===== config.mk =====
export PLATFORM = sky130hd
export DESIGN_NAME = ex_muldiv_ctrl
export DESIGN_NICKNAME = d
export VERILOG_FILES = /design/src/rtl/ex_muldiv_ctrl.sv
export SDC_FILE = /design/constraint.sdc
export NUM_CORES = 2
export LEC_CHECK = 0
export ABC_AREA = 1
export ABC_CLOCK_PERIOD_IN_PS = 9200
export BUFFER_PORTS_ARGS = -buffer_cell sky130_fd_sc_hd__clkbuf_2
export CAP_MARGIN = 30
export CORE_ASPECT_RATIO = 1.4
export CORE_MARGIN = 2
export CORE_UTILIZATION = 58
export CTS_CLUSTER_SIZE = 10
export DETAILED_ROUTE_END_ITERATION = 12
export MAX_ROUTING_LAYER = met4
export PLACE_DENSITY = 0.82
export SKIP_LAST_GASP = 1
export SLEW_MARGIN = 5
export SYNTH_ARGS = -nofsm -noshare
export SYNTH_HDL_FRONTEND = slang
export SYNTH_SLANG_ARGS = --single-unit

===== constraint.sdc =====
create_clock -name clk -period 9.2 [get_ports clk]
set_input_delay 2.3 -clock clk [delete_from_list [all_inputs] [get_ports clk]]
set_output_delay 2.3 -clock clk [all_outputs]
set_load 0.01 [all_outputs]

===== src/rtl/ex_muldiv_ctrl.sv =====
// EX-stage multiply/divide sequencer: iterative MULT/MULTU, restoring DIV/DIVU,
// HI/LO ownership for MFHI/MFLO/MTHI/MTLO, and the EX pipeline hold.
module ex_muldiv_ctrl #(
  parameter int WIDTH      = 32,
  parameter int MUL_CYCLES = 4
) (
  input  logic             clk,
  input  logic             rst,
  input  logic [2:0]       mdOpE,
  input  logic [WIDTH-1:0] srcAE,
  input  logic [WIDTH-1:0] srcBE,
  input  logic             flushE,
  output logic             stallE,
  output logic             busyE,
  output logic [WIDTH-1:0] hiOut,
  output logic [WIDTH-1:0] loOut
);

  localparam int MAX_CYC = (MUL_CYCLES > WIDTH) ? MUL_CYCLES : WIDTH;
  localparam int CW      = $clog2(MAX_CYC + 1);

  localparam logic [2:0] OP_MULT  = 3'd1;
  localparam logic [2:0] OP_MULTU = 3'd2;
  localparam logic [2:0] OP_DIV   = 3'd3;
  localparam logic [2:0] OP_DIVU  = 3'd4;
  localparam logic [2:0] OP_MTHI  = 3'd5;
  localparam logic [2:0] OP_MTLO  = 3'd6;

  typedef enum logic [1:0] {IDLE, MUL, DIV, DONE} state_t;

  state_t           state_reg;
  logic [CW-1:0]    count_reg;
  logic [WIDTH-1:0] a_reg;
  logic [WIDTH-1:0] b_reg;
  logic [WIDTH-1:0] rem_reg;
  logic             signed_reg;
  logic             neg_q_reg;
  logic             neg_r_reg;
  logic [WIDTH-1:0] hi_reg;
  logic [WIDTH-1:0] lo_reg;
  logic             busy_reg;

  logic             issue_op;
  logic             div_signed;
  logic             sign_a;
  logic             sign_b;
  logic [WIDTH-1:0] abs_a;
  logic [WIDTH-1:0] abs_b;

  logic [2*WIDTH-1:0] ext_a;
  logic [2*WIDTH-1:0] ext_b;
  logic [2*WIDTH-1:0] product;

  logic [WIDTH:0]   shifted;
  logic [WIDTH:0]   trial;
  logic             q_bit;
  logic [WIDTH-1:0] rem_step;
  logic [WIDTH-1:0] quo_step;
  logic [WIDTH-1:0] rem_fix;
  logic [WIDTH-1:0] quo_fix;

  assign issue_op   = (mdOpE >= OP_MULT) && (mdOpE <= OP_DIVU);
  assign div_signed = (mdOpE == OP_DIV);
  assign sign_a     = div_signed & srcAE[WIDTH-1];
  assign sign_b     = div_signed & srcBE[WIDTH-1];
  assign abs_a      = sign_a ? (~srcAE + WIDTH'(1)) : srcAE;
  assign abs_b      = sign_b ? (~srcBE + WIDTH'(1)) : srcBE;

  // Sign-extending to 2*WIDTH lets one unsigned multiply serve MULT and MULTU.
  assign ext_a   = {{WIDTH{signed_reg & a_reg[WIDTH-1]}}, a_reg};
  assign ext_b   = {{WIDTH{signed_reg & b_reg[WIDTH-1]}}, b_reg};
  assign product = ext_a * ext_b;

  // a_reg shifts dividend bits out the top and quotient bits in the bottom.
  assign shifted  = {rem_reg, a_reg[WIDTH-1]};
  assign trial    = shifted - {1'b0, b_reg};
  assign q_bit    = ~trial[WIDTH];
  assign rem_step = q_bit ? trial[WIDTH-1:0] : shifted[WIDTH-1:0];
  assign quo_step = {a_reg[WIDTH-2:0], q_bit};
  assign quo_fix  = neg_q_reg ? (~quo_step + WIDTH'(1)) : quo_step;
  assign rem_fix  = neg_r_reg ? (~rem_step + WIDTH'(1)) : rem_step;

  assign stallE = !flushE &&
                  (((state_reg == IDLE) && issue_op) ||
                   (state_reg == MUL) || (state_reg == DIV));
  assign busyE  = busy_reg;
  assign hiOut  = hi_reg;
  assign loOut  = lo_reg;

  always_ff @(posedge clk) begin
    if (rst) begin
      state_reg  <= IDLE;
      count_reg  <= '0;
      a_reg      <= '0;
      b_reg      <= '0;
      rem_reg    <= '0;
      signed_reg <= 1'b0;
      neg_q_reg  <= 1'b0;
      neg_r_reg  <= 1'b0;
      hi_reg     <= '0;
      lo_reg     <= '0;
      busy_reg   <= 1'b0;
    end else begin
      case (state_reg)
        IDLE: begin
          if (!flushE) begin
            case (mdOpE)
              OP_MULT, OP_MULTU: begin
                state_reg  <= MUL;
                busy_reg   <= 1'b1;
                count_reg  <= CW'(MUL_CYCLES);
                a_reg      <= srcAE;
                b_reg      <= srcBE;
                signed_reg <= (mdOpE == OP_MULT);
              end
              OP_DIV, OP_DIVU: begin
                state_reg  <= DIV;
                busy_reg   <= 1'b1;
                count_reg  <= CW'(WIDTH);
                a_reg      <= abs_a;
                b_reg      <= abs_b;
                rem_reg    <= '0;
                signed_reg <= div_signed;
                neg_q_reg  <= sign_a ^ sign_b;
                neg_r_reg  <= sign_a;
              end
              OP_MTHI: hi_reg <= srcAE;
              OP_MTLO: lo_reg <= srcAE;
              default: ;
            endcase
          end
        end
        MUL: begin
          if (flushE) begin
            state_reg <= IDLE;
            busy_reg  <= 1'b0;
          end else begin
            count_reg <= count_reg - CW'(1);
            if (count_reg == CW'(1)) begin
              {hi_reg, lo_reg} <= product;
              state_reg        <= DONE;
              busy_reg         <= 1'b0;
            end
          end
        end
        DIV: begin
          if (flushE) begin
            state_reg <= IDLE;
            busy_reg  <= 1'b0;
          end else begin
            count_reg <= count_reg - CW'(1);
            a_reg     <= quo_step;
            rem_reg   <= rem_step;
            if (count_reg == CW'(1)) begin
              hi_reg    <= rem_fix;
              lo_reg    <= quo_fix;
              state_reg <= DONE;
              busy_reg  <= 1'b0;
            end
          end
        end
        // mdOpE still carries the finishing instruction here; ignoring it stops a re-issue.
        DONE: state_reg <= IDLE;
        default: begin
          state_reg <= IDLE;
          busy_reg  <= 1'b0;
        end
      endcase
    end
  end

endmodule


==> metrics.txt <==
# TYPE chip_impl_metric gauge
chip_impl_metric{name="synth_sequential_area_ratio",unit="%"} 6.46
chip_impl_metric{name="clkSinkCount",unit=""} 172
chip_impl_metric{name="drcViolationCount",unit=""} 0
chip_impl_metric{name="chipHeight",unit="um"} 363
chip_impl_info{name="yosys_most_used_dff",value="dfxtp_1"} 1
chip_impl_metric{name="power.density",unit="nW/um2"} 181
chip_impl_metric{name="vias",unit=""} 48100
chip_impl_metric{name="ys_async_sr_fraction",unit="%"} 0
chip_impl_metric{name="count_of_nets_left_with_antenna_violations_after_detail_routing",unit=""} 0
chip_impl_info{name="worst_r2r_endpoint",value="hiOut[6]"} 1
chip_impl_metric{name="wl_per_cell",unit="um"} 20.9
chip_impl_metric{name="hold_viol",unit=""} 0
chip_impl_info{name="hold_start",value="count_reg[5]"} 1
chip_impl_metric{name="nets",unit=""} 8676
chip_impl_metric{name="synth-seq-cells",unit=""} 172
chip_impl_metric{name="finalSetupViolations",unit=""} 0
chip_impl_metric{name="ctsLongestPathBuffers",unit=""} 2
chip_impl_metric{name="maxCapViolations",unit=""} 0
chip_impl_info{name="capturing_element_type_of_the_critical_path",value="flop"} 1
chip_impl_metric{name="power.share.sequential",unit="%"} 13.0
chip_impl_metric{name="placeableCoreArea",unit="um2"} 91100
chip_impl_metric{name="fillCellCount",unit=""} 8065
chip_impl_metric{name="grt_antenna_before_repair",unit=""} 5
chip_impl_metric{name="clk_pwr_share",unit="%"} 7.8
chip_impl_metric{name="wl",unit="mm"} 176
chip_impl_metric{name="timing.max_slew.rel_slack",unit="%"} 27.7
chip_impl_metric{name="final_layout_size_suffix_gt1_share",unit="%"} 5.44
chip_impl_metric{name="post-route-util",unit="%"} 61.4
chip_impl_metric{name="final_max_slew_viols",unit=""} 0
chip_impl_metric{name="crit_required",unit="ns"} 9.56
chip_impl_metric{name="final_period_demand_of_the_worst_path",unit="ns"} 8.75
chip_impl_metric{name="sw_frac_of_total",unit="%"} 62.1
chip_impl_info{name="cts_root_buffer",value="clkbuf_16"} 1
chip_impl_metric{name="io_pins",unit=""} 136
chip_impl_metric{name="comb_power_share",unit="%"} 79.2
chip_impl_metric{name="area_growth_syn_to_layout",unit="%"} 5.07
chip_impl_metric{name="place_congestion",unit=""} 1.06
chip_impl_info{name="cts_tree",value="done"} 1
chip_impl_metric{name="yosysWarnings",unit=""} 0
chip_impl_metric{name="die-area",unit="um2"} 94400
chip_impl_info{name="unrepaired_setup_endpoints_after_global_routing",value="false"} 1
chip_impl_metric{name="grt_pass1_vias",unit=""} 50200
chip_impl_metric{name="post_cts_resize_count",unit=""} 0
chip_impl_metric{name="synth-edff-count",unit=""} 0
chip_impl_info{name="critPathMostFrequentCell",value="fa_1"} 1
chip_impl_info{name="holdPathEnd",value="count_reg[5]"} 1
chip_impl_metric{name="vias_per_cell",unit=""} 5.69
chip_impl_metric{name="vdd_drop_max",unit="mV"} 0.859
chip_impl_metric{name="syn_area_per_cell",unit="um2"} 7.30
chip_impl_metric{name="post-route-worst-setup-slack",unit="ns"} 0.454
chip_impl_metric{name="timing.critical_path.slowest_cell_delay",unit="ns"} 1.04
chip_impl_info{name="status",value="completed"} 1
chip_impl_metric{name="setup.reg_to_reg.worst_slack",unit="ns"} 0.45
chip_impl_metric{name="synth_cells",unit=""} 7299
chip_impl_metric{name="start_util",unit="%"} 58.5
chip_impl_metric{name="synth_cell_type_count",unit=""} 59
chip_impl_metric{name="r2r_cells",unit=""} 28
chip_impl_metric{name="grt_pass1_wl",unit="mm"} 278
chip_impl_info{name="hold_path_class",value="flop to flop"} 1
chip_impl_metric{name="first_iter_violations",unit=""} 4495
chip_impl_metric{name="hold-worst-slack",unit="ns"} 0.478
chip_impl_metric{name="grt_remaining_overflow",unit=""} 0
chip_impl_info{name="startpoint_type",value="flop"} 1
chip_impl_metric{name="rows",unit=""} 131
chip_impl_metric{name="place.port_buffers",unit=""} 135
chip_impl_metric{name="synth_area",unit="um2"} 53300
chip_impl_metric{name="drt-pass1-iter-count",unit=""} 7
chip_impl_metric{name="worst_hold_path.num_cells",unit=""} 2
chip_impl_metric{name="synth.net_count",unit=""} 8750
chip_impl_metric{name="grt.total_usage",unit="%"} 39.8
chip_impl_metric{name="worstSkewPairLatency",unit="ns"} 0.47
chip_impl_metric{name="hpwl",unit="mm"} 148
chip_impl_metric{name="cp.arrival",unit="ns"} 9.11
chip_impl_metric{name="internal-power",unit="W"} 0.00383
chip_impl_metric{name="largest_net_degree_at_the_start_of_global_routing",unit=""} 87
chip_impl_metric{name="cts.hold.buffers_added",unit=""} 0
chip_impl_metric{name="fin_total_pwr",unit="W"} 0.0101
chip_impl_info{name="timing.rr.start",value="b_reg[19]"} 1
chip_impl_metric{name="power.net_switching",unit="W"} 0.00628
chip_impl_metric{name="cts_post_setup_buffers_inserted",unit=""} 0
chip_impl_metric{name="die_w",unit="um"} 260
chip_impl_metric{name="clk_transition_reported_paths",unit="ns"} 0.09
chip_impl_metric{name="final.setup.tns",unit="ns"} 0
chip_impl_metric{name="fmaxAchievable",unit="MHz"} 114
chip_impl_metric{name="worst-slew-pin-transition",unit="ns"} 1.08
chip_impl_info{name="worst_path_max_delay_cell",value="dfxtp_1"} 1
chip_impl_metric{name="timing.clock.skew",unit="ns"} 0.0170
chip_impl_metric{name="min_period_over_period",unit="%"} 95.1
chip_impl_metric{name="critical_path_peak_fanout",unit=""} 18
chip_impl_metric{name="power.leakage",unit="nW"} 30.9
chip_impl_info{name="worst_setup_path_type",value="flop to flop"} 1
chip_impl_metric{name="cts.htree.levels",unit=""} 4
chip_impl_metric{name="place_ws",unit="ns"} 0.682
chip_impl_metric{name="tritoncts.num_buffers",unit=""} 17
[worst max path at each step]
stage | startpoint | slack, ns | end | cells past startpoint
2_1_floorplan | a_reg[31] | 1.56 | hiOut[24] | 32
3_3_place_gp | b_reg[19] | 0.68 | hiOut[6] | 28
3_5_place_dp | b_reg[19] | 0.68 | hiOut[6] | 28
4_1_cts | b_reg[19] | 0.62 | hiOut[6] | 28
5_1_grt | b_reg[19] | 0.15 | hiOut[7] | 30
6_report | b_reg[19] | 0.45 | hiOut[6] | 28
[cells in the mapped netlist (all sizes together) (9+ instances only)]
| master | count | share of area [%] |
|---|---|---|
| nand2 | 1972 | 14 |
| a31oi | 46 | 0.54 |
| nor4 | 14 | 0.16 |
| a21oi | 311 | 3.0 |
| inv | 1886 | 13 |
| o21a | 9 | 0.13 |
| buf | 83 | 0.74 |
| nor2 | 408 | 3.0 |
| nand3b | 14 | 0.20 |
| xnor2 | 40 | 0.66 |
| o221ai | 26 | 0.43 |
| clkbuf | 283 | 2.0 |
| o21ai | 259 | 2.4 |
| dfxtp | 172 | 6.5 |
| ha | 255 | 6.0 |
| o21bai | 11 | 0.15 |
| nand4 | 36 | 0.42 |
| xor2 | 41 | 0.67 |
| nor3 | 51 | 0.49 |
| or2 | 14 | 0.16 |
| nand3 | 168 | 1.6 |
| fa | 1126 | 42 |
| o211ai | 17 | 0.24 |
[power groups by stage]
stage / Clock (W) / Combinational [W] / Sequential (W)
floorplan: 0 / 0.00506 / 0.00117
finish: 0.000789 / 0.00800 / 0.00132
global route: 0.000816 / 0.00870 / 0.00132
detailed placement: 0 / 0.00765 / 0.00136
global placement: 0 / 0.00751 / 0.00140
CTS: 0.000784 / 0.00774 / 0.00134
[routing by layer]
metal | GRT usage, % | part of all wire, % | vias to the layer above
met5 | - | 0 | -
met4 | 26.5 | 8.4 | 0
met3 | 5.15 | 9.0 | 780
met2 | 64.9 | 48 | 2751
met1 | 45.9 | 35 | 23500
li1 | - | - | 21100
[final cells by class]
type | instances | area [um2] | area share [%]
sequential | 172 | 3440 | 6.15
tap | 1197 | 1500 | 2.67
antenna | 5 | 12.5 | 0.0223
inverter | 1890 | 7090 | 12.7
clock buffer | 17 | 425 | 0.760
multi-input combinational | 4871 | 41300 | 73.8
timing repair buffer | 273 | 2010 | 3.58
clock inverter | 15 | 209 | 0.373
[layout by cell type, fill, tap and decap left out, types with 4 or more instances in the layout]
cell	n
a21boi_0	5
a21o_1	7
a21oi_1	307
a221oi_1	6
a31oi_1	46
and2_1	4
and3_1	8
buf_12	8
buf_16	7
buf_4	118
clkbuf_16	19
clkbuf_2	135
clkinv_8	7
dfxtp_1	171
diode_2	5
fa_1	1126
ha_1	253
inv_1	1881
inv_2	6
nand2_1	1934
nand2_2	29
nand2_4	8
nand3_1	164
nand3b_1	14
nand4_1	36
nor2_1	390
nor2_2	14
nor2_4	4
nor3_1	50
nor4_1	14
o211ai_1	17
o21a_1	9
o21ai_0	252
o21ai_1	5
o21bai_1	11
o221ai_1	26
o31ai_1	8
or2_2	13
xnor2_1	40
xor2_1	41
[metrics by stage]
step	std cells	area (um2)
floorplan	7299	53300
global placement	8390	55000
detailed placement	8397	55200
CTS	8429	55800
global route	8440	56000
finish	8440	56000
[critical path, delay by kind of cell (launching register included)]
| family | cells | cell delay (ns) |
|---|---|---|
| adders and majority gates | 9 | 4.41 |
| and+or+nand+nor | 8 | 1.68 |
| DFF | 1 | 1.04 |
| buffers and inverters | 7 | 0.87 |
| AOI/OAI and AO/OA | 4 | 0.65 |
[kinds of logic (layout without fill, tap and decap cells)]
family / after synthesis / count (layout) / synth area share [%]
AND/OR/NAND/NOR: 2693 / 2693 / 20.4
buffers and inverters: 2256 / 2195 / 16.0
adder cells (fa/ha/maj): 1381 / 1381 / 48.3
AO/OA/AOI/OAI: 716 / 716 / 7.44
flip-flops: 172 / 172 / 6.46
XOR/XNOR: 81 / 81 / 1.33
other: 0 / 5 / 0
(Power assumes the default switching activity.)
